[config.mk]
export PLATFORM = sky130hd
export DESIGN_NAME = robot_controller
export DESIGN_NICKNAME = d
export VERILOG_FILES = /design/src/rtl/robot_pkg.sv /design/src/rtl/robot_step_timer.sv /design/src/rtl/robot_controller.sv
export SDC_FILE = /design/constraint.sdc
export NUM_CORES = 1
export LEC_CHECK = 0
export BUFFER_PORTS_ARGS = -buffer_cell sky130_fd_sc_hd__buf_4
export CAP_MARGIN = 0
export CORE_UTILIZATION = 30
export DETAILED_ROUTE_END_ITERATION = 12
export GPL_TIMING_DRIVEN = 0
export MAX_ROUTING_LAYER = met4
export PLACE_DENSITY = 0.5
export SLEW_MARGIN = 20
export SYNTH_ARGS = -nofsm -noshare
export SYNTH_HDL_FRONTEND = slang
export SYNTH_SLANG_ARGS = --single-unit
[constraint.sdc]
create_clock -name clk -period 5.75 [get_ports clk]
set_clock_uncertainty 0.2 [all_clocks]
set_input_delay 0.2875 -clock clk [delete_from_list [all_inputs] [get_ports clk]]
set_output_delay 0.2875 -clock clk [all_outputs]
set_load 0.01 [all_outputs]
[src/rtl/robot_pkg.sv]
// Shared encodings for the pipe-cleaning robot wall-follower.
package robot_pkg;

    typedef enum logic [2:0] {
        ST_IDLE   = 3'd0,
        ST_DECIDE = 3'd1,
        ST_WAIT   = 3'd2,
        ST_HALT   = 3'd3
    } state_t;

    typedef enum logic {
        MODE_SEARCH = 1'b0,
        MODE_FOLLOW = 1'b1
    } mode_t;

    // One-hot motion/clean commands; bit order matches {remove, turn_r, turn_l, fwd}.
    typedef enum logic [3:0] {
        CMD_NONE   = 4'b0000,
        CMD_FWD    = 4'b0001,
        CMD_TURN_L = 4'b0010,
        CMD_TURN_R = 4'b0100,
        CMD_REMOVE = 4'b1000
    } cmd_t;

endpackage

[src/rtl/robot_step_timer.sv]
// Loadable down-counter used for the settle time after each command pulse.
module robot_step_timer #(
    parameter int CNT_W = 20
) (
    input  logic             clk,
    input  logic             reset,
    input  logic             load,
    input  logic [CNT_W-1:0] load_val,
    output logic             done
);

    localparam logic [CNT_W-1:0] ONE = CNT_W'(1);

    logic [CNT_W-1:0] count;

    // Load on request, otherwise count down and hold at zero.
    always_ff @(posedge clk) begin
        if (!reset) begin
            count <= '0;
        end else if (load) begin
            count <= load_val;
        end else if (count != '0) begin
            count <= count - ONE;
        end
    end

    assign done = (count == '0);

endmodule

[src/rtl/robot_controller.sv]
// Left-hand-rule wall-following controller: one command pulse per decision,
// followed by a fixed settle wait; floor loss parks the robot until reset.
//
// state  | meaning
// -------+------------------------------------------------------------
// IDLE   | one cycle after reset release
// DECIDE | sample sensors, pick command, load settle timer
// WAIT   | command pulse on first cycle, then settle for STEP_CYCLES
// HALT   | floor lost; only reset leaves this state
import robot_pkg::*;

module robot_controller #(
    parameter int STEP_CYCLES  = 1_000_000,
    parameter int REMOVE_TRIES = 3,
    parameter int CNT_W        = 20
) (
    input  logic       clk,
    input  logic       reset,
    input  logic       head,
    input  logic       left,
    input  logic       under,
    input  logic       barrier,
    output logic       fwd,
    output logic       turn_l,
    output logic       turn_r,
    output logic       remove,
    output logic       halted,
    output logic [2:0] state_o
);

    localparam int               TRY_W     = $clog2(REMOVE_TRIES + 1);
    localparam logic [TRY_W-1:0] TRY_MAX   = TRY_W'(REMOVE_TRIES);
    localparam logic [TRY_W-1:0] TRY_ONE   = TRY_W'(1);
    localparam logic [CNT_W-1:0] WAIT_LOAD = CNT_W'(STEP_CYCLES - 1);

    state_t           state;
    mode_t            mode;
    logic             pending;
    logic [TRY_W-1:0] tries;

    cmd_t             cmd_next;
    mode_t            mode_next;
    logic             pending_next;
    logic [TRY_W-1:0] tries_next;

    logic             timer_load;
    logic             timer_done;

    // The timer is armed on the decision edge so its first WAIT cycle holds STEP_CYCLES-1.
    assign timer_load = (state == ST_DECIDE);

    robot_step_timer #(
        .CNT_W (CNT_W)
    ) u_step_timer (
        .clk      (clk),
        .reset    (reset),
        .load     (timer_load),
        .load_val (WAIT_LOAD),
        .done     (timer_done)
    );

    // Command decode: left-hand rule with a pending forward step after each left turn.
    always_comb begin
        cmd_next  = CMD_NONE;
        mode_next = mode;
        if (pending && !head) begin
            cmd_next = CMD_FWD;
        end else begin
            if (mode == MODE_SEARCH && left) begin
                mode_next = MODE_FOLLOW;
            end
            if (mode_next == MODE_SEARCH) begin
                cmd_next = head ? CMD_TURN_R : CMD_FWD;
            end else if (!left) begin
                cmd_next = CMD_TURN_L;
            end else if (head && barrier && (tries < TRY_MAX)) begin
                cmd_next = CMD_REMOVE;
            end else if (head) begin
                cmd_next = CMD_TURN_R;
            end else begin
                cmd_next = CMD_FWD;
            end
        end
        pending_next = (cmd_next == CMD_TURN_L);
        tries_next   = (cmd_next == CMD_REMOVE) ? (tries + TRY_ONE) : '0;
    end

    // Sequencer with registered command pulses; floor loss beats any decision.
    always_ff @(posedge clk) begin
        if (!reset) begin
            state   <= ST_IDLE;
            mode    <= MODE_SEARCH;
            pending <= 1'b0;
            tries   <= '0;
            fwd     <= 1'b0;
            turn_l  <= 1'b0;
            turn_r  <= 1'b0;
            remove  <= 1'b0;
            halted  <= 1'b0;
        end else begin
            {remove, turn_r, turn_l, fwd} <= CMD_NONE;
            if (state != ST_HALT && !under) begin
                state  <= ST_HALT;
                halted <= 1'b1;
            end else begin
                case (state)
                    ST_IDLE: begin
                        state <= ST_DECIDE;
                    end
                    ST_DECIDE: begin
                        state                         <= ST_WAIT;
                        {remove, turn_r, turn_l, fwd} <= cmd_next;
                        mode                          <= mode_next;
                        pending                       <= pending_next;
                        tries                         <= tries_next;
                    end
                    ST_WAIT: begin
                        if (timer_done) begin
                            state <= ST_DECIDE;
                        end
                    end
                    ST_HALT: begin
                        state <= ST_HALT;
                    end
                    default: begin
                        state <= ST_IDLE;
                    end
                endcase
            end
        end
    end

    assign state_o = state;

endmodule
==> load_flow_metrics.sql <==
INSERT INTO impl_metrics (metric_group, metric, value, unit) VALUES
('status', 'status', 'finished clean', ''),
('clock_tree', 'cts_sinks', '31', ''),
('yosys', 'synthAdderAreaFrac', '1.693', '%'),
('yosys', 'asyncSetResetFlopFracSynth', '0', '%'),
('global_routing', 'via_count_of_the_first_global_routing_pass', '1358', ''),
('layout', 'n_fill_cell', '509', ''),
('setup_path', 'crit_start', 'u_step_timer.count[0]$_SDFFE_PN0P_', ''),
('clock_tree', 'root_buffer', 'sky130_fd_sc_hd__clkbuf_8', ''),
('setup_path', 'setup.worst_path.class', 'reg -> reg', ''),
('yosys', 'synth_xor_area_share', '0', '%'),
('yosys', 'synth_nets', '178', ''),
('power_and_ir_drop', 'power_frac_comb', '28.4', '%'),
('yosys', 'synth_cells', '170', ''),
('clock_tree', 'post_cts_resized', '0', ''),
('timing', 'finalHoldViolations', '0', ''),
('layout', 'final_common_cell', 'sky130_fd_sc_hd__dfxtp_1', ''),
('power_and_ir_drop', 'leakagePower', '0.6669', 'nW'),
('timing', 'number_of_max_slew_violations_in_the_final_report', '0', ''),
('global_routing', 'grtUsageTotal', '16.38', '%'),
('clock_tree', 'tritoncts', 'built', ''),
('power_and_ir_drop', 'powerDensity', '357.4', 'nW/um^2'),
('layout', 'post_layout_nonfiller_instances', '256', ''),
('floorplanning', 'io-pin-count', '14', ''),
('placement', 'dp.final_hpwl', '2730', 'um'),
('power_and_ir_drop', 'seq_power_share', '44.3', '%'),
('yosys', 'yosysUniqueCellTypes', '40', ''),
('yosys', 'synthMuxAreaShare', '2.117', '%'),
('routing', 'detailroute.via_count', '1394', ''),
('yosys', 'postSynthRegisterBits', '31', ''),
('setup_path', 'critical_path.slowest_cell', 'sky130_fd_sc_hd__nor4_1', ''),
('setup_path', 'cp_data_arrival_time', '2730', 'ps'),
('setup_path', 'worst_setup_path_start_kind', 'register', ''),
('yosys', 'synthSimpleGateAreaFrac', '29.38', '%'),
('setup_path', 'cp_cell_sequence', 'inv_1 > ha_1 > or4b_4 > nor4_1 > nand3_1 > a311oi_1', ''),
('floorplanning', 'fp.dieH', '72.18', 'um'),
('layout', 'final_layout_size_suffix_gt1_share', '13.76', '%'),
('setup_path', 'crit_path_max_incr_delay', '730', 'ps'),
('placement', 'place.gp.congestion', '0.8294', ''),
('placement', 'post-place-cells', '248', ''),
('power_and_ir_drop', 'switchingPower', '0.2182', 'mW'),
('timing', 'finalSetupViolations', '0', ''),
('timing', 'final.min_clock_period', '2747', 'ps'),
('floorplanning', 'std_cell_rows', '25', ''),
('layout', 'final_net_count', '197', ''),
('setup_path', 'required', '5740', 'ps'),
('floorplanning', 'die_w', '72.18', 'um'),
('clock_tree', 'numCtsBuffers', '5', ''),
('global_routing', 'grt_max_degree', '11', ''),
('yosys', 'synth_top_flop_cell', 'sky130_fd_sc_hd__dfxtp_1', ''),
('clock_tree', 'clock_insertion_delay_worst_skew', '280', 'ps'),
('yosys', 'synth-compound-area-share', '21.00', '%'),
('routing', 'initialDrtViolationCount', '59', ''),
('timing', 'max_clock_freq', '364.0', 'MHz'),
('yosys', 'synth-edff-count', '0', ''),
('placement', 'port_buffers', '11', ''),
('setup_path', 'worstPathMaxFanout', '5', ''),
('timing', 'final.setup.tns', '0', 'ps'),
('routing', 'total_wire_length_after_detailed_routing', '3689', 'um'),
('power_and_ir_drop', 'power_report.internal_total', '0.4043', 'mW'),
('global_routing', 'antenna_found_initial', '0', ''),
('power_and_ir_drop', 'pwr-share-clk', '27.2', '%'),
('floorplanning', 'floorplan.initialDensity', '31.28', '%'),
('global_routing', 'grt_first_pass_wirelength', '6299', 'um'),
('yosys', 'ys_seq_area_share', '42.00', '%'),
('setup_path', 'worst_path_dominant_cell_family', 'simple AND/OR/NAND/NOR gates', ''),
('worst_hold_path', 'holdCritStartpoint', 'left', ''),
('clock_tree', 'cts.htree.levels', '2', ''),
('yosys', 'synth_area_per_cell', '8.692', 'sq um'),
('clock_tree', 'clk_transition_reported_paths', '60', 'ps'),
('global_routing', 'gr-total-overflow', '0', ''),
('routing', 'drc', '0', '');
worst paths after layout:
check / cells past startpoint / to
worst max register to register: 6 / u_step_timer.count[1]$_SDFFE_PN0P_
worst max-delay path: 6 / u_step_timer.count[1]$_SDFFE_PN0P_
worst min register to register: 2 / mode$_SDFFE_PN0P_
worst min-delay path: 3 / mode$_SDFFE_PN0P_
synth_stat cells, types with 3 or more instances:
| cell | n | area [sq um] |
|---|---|---|
| sky130_fd_sc_hd__a21oi_1 | 12 | 60.06 |
| sky130_fd_sc_hd__nand2_1 | 11 | 41.29 |
| sky130_fd_sc_hd__nand4_1 | 4 | 25.02 |
| sky130_fd_sc_hd__a31oi_1 | 5 | 31.28 |
| sky130_fd_sc_hd__o31ai_1 | 7 | 52.55 |
| sky130_fd_sc_hd__dfxtp_1 | 31 | 620.6 |
| sky130_fd_sc_hd__clkbuf_1 | 5 | 18.77 |
| sky130_fd_sc_hd__or4_1 | 5 | 37.54 |
| sky130_fd_sc_hd__o21ai_0 | 9 | 45.04 |
| sky130_fd_sc_hd__or3_1 | 8 | 50.05 |
| sky130_fd_sc_hd__nand3_1 | 5 | 25.02 |
| sky130_fd_sc_hd__nor3_1 | 9 | 45.04 |
| sky130_fd_sc_hd__nor4_1 | 7 | 43.79 |
| sky130_fd_sc_hd__nand2b_1 | 3 | 18.77 |
| sky130_fd_sc_hd__nor2_1 | 10 | 37.54 |
| sky130_fd_sc_hd__a311oi_1 | 3 | 26.28 |
| sky130_fd_sc_hd__nor2b_1 | 3 | 18.77 |
| sky130_fd_sc_hd__inv_1 | 7 | 26.28 |
what timing repair did:
item                      CTS  global route
hold endpoints to repair    1             0
buffers inserted            0             0
hold buffers                1             0
worst min-delay path: cells and delay by family:
| kind | cells | cell delay (ps) |
|---|---|---|
| buffers and inverters | 2 | 170 |
| AOI/OAI and AO/OA | 1 | 70 |
power by group through the flow:
| stage | Sequential, mW | Clock (mW) | Combinational [mW] |
|---|---|---|---|
| floorplan | 0.273 | 0 | 0.131 |
| global placement | 0.278 | 0 | 0.172 |
| detailed placement | 0.280 | 0 | 0.175 |
| CTS | 0.275 | 0.175 | 0.177 |
| global route | 0.281 | 0.188 | 0.200 |
| finish | 0.276 | 0.169 | 0.177 |
per-stage QoR:
stage	cell area, sq um	power, mW	hold WS, ps	setup slack (ps)	utilization [%]
3_5_place_dp	1644	0.4546	250.7	3035	34.81
3_3_place_gp	1644	0.4497	237.0	3095	34.81
4_1_cts	1742	0.6270	94.75	3008	36.87
2_1_floorplan	1478	0.4036	166.8	3525	-
5_1_grt	1742	0.6683	111.1	2738	36.87
6_report	1742	0.6225	101.9	3003	36.87
layer usage:
metal  track usage, %  vias to the layer above  part of all wire (%)
met5                -                        -                     0
li1                 -                      695                     -
met4            9.150                        0                   1.7
met3            4.722                        5                   3.6
met2            24.09                       24                    47
met1            20.07                      670                    48
area by class of cell:
type	instances	area, sq um	area share [%]
clock buffer	6	82.58	4.741
sequential	31	620.6	35.63
buffer	6	26.28	1.509
timing repair buffer	12	92.59	5.316
multi-input combinational	126	804.5	46.19
inverter	7	26.28	1.509
tap	67	83.83	4.813
clock inverter	1	5.005	0.2874
state kept, by name, summed over array words and instances, names as in the netlist:
register	cells
fwd	1
halted	1
mode	1
pending	1
remove	1
state_o	2
tries	2
turn_l	1
turn_r	1
u_step_timer.count	20
logic make-up after synthesis:
| logic type | Yosys count |
|---|---|
| buf+inv | 13 |
| compound gates | 47 |
| mux | 3 |
| other cells | 1 |
| flops | 31 |
| simple gates | 73 |
| fa+ha+maj | 2 |
(Power assumes the default switching activity.)
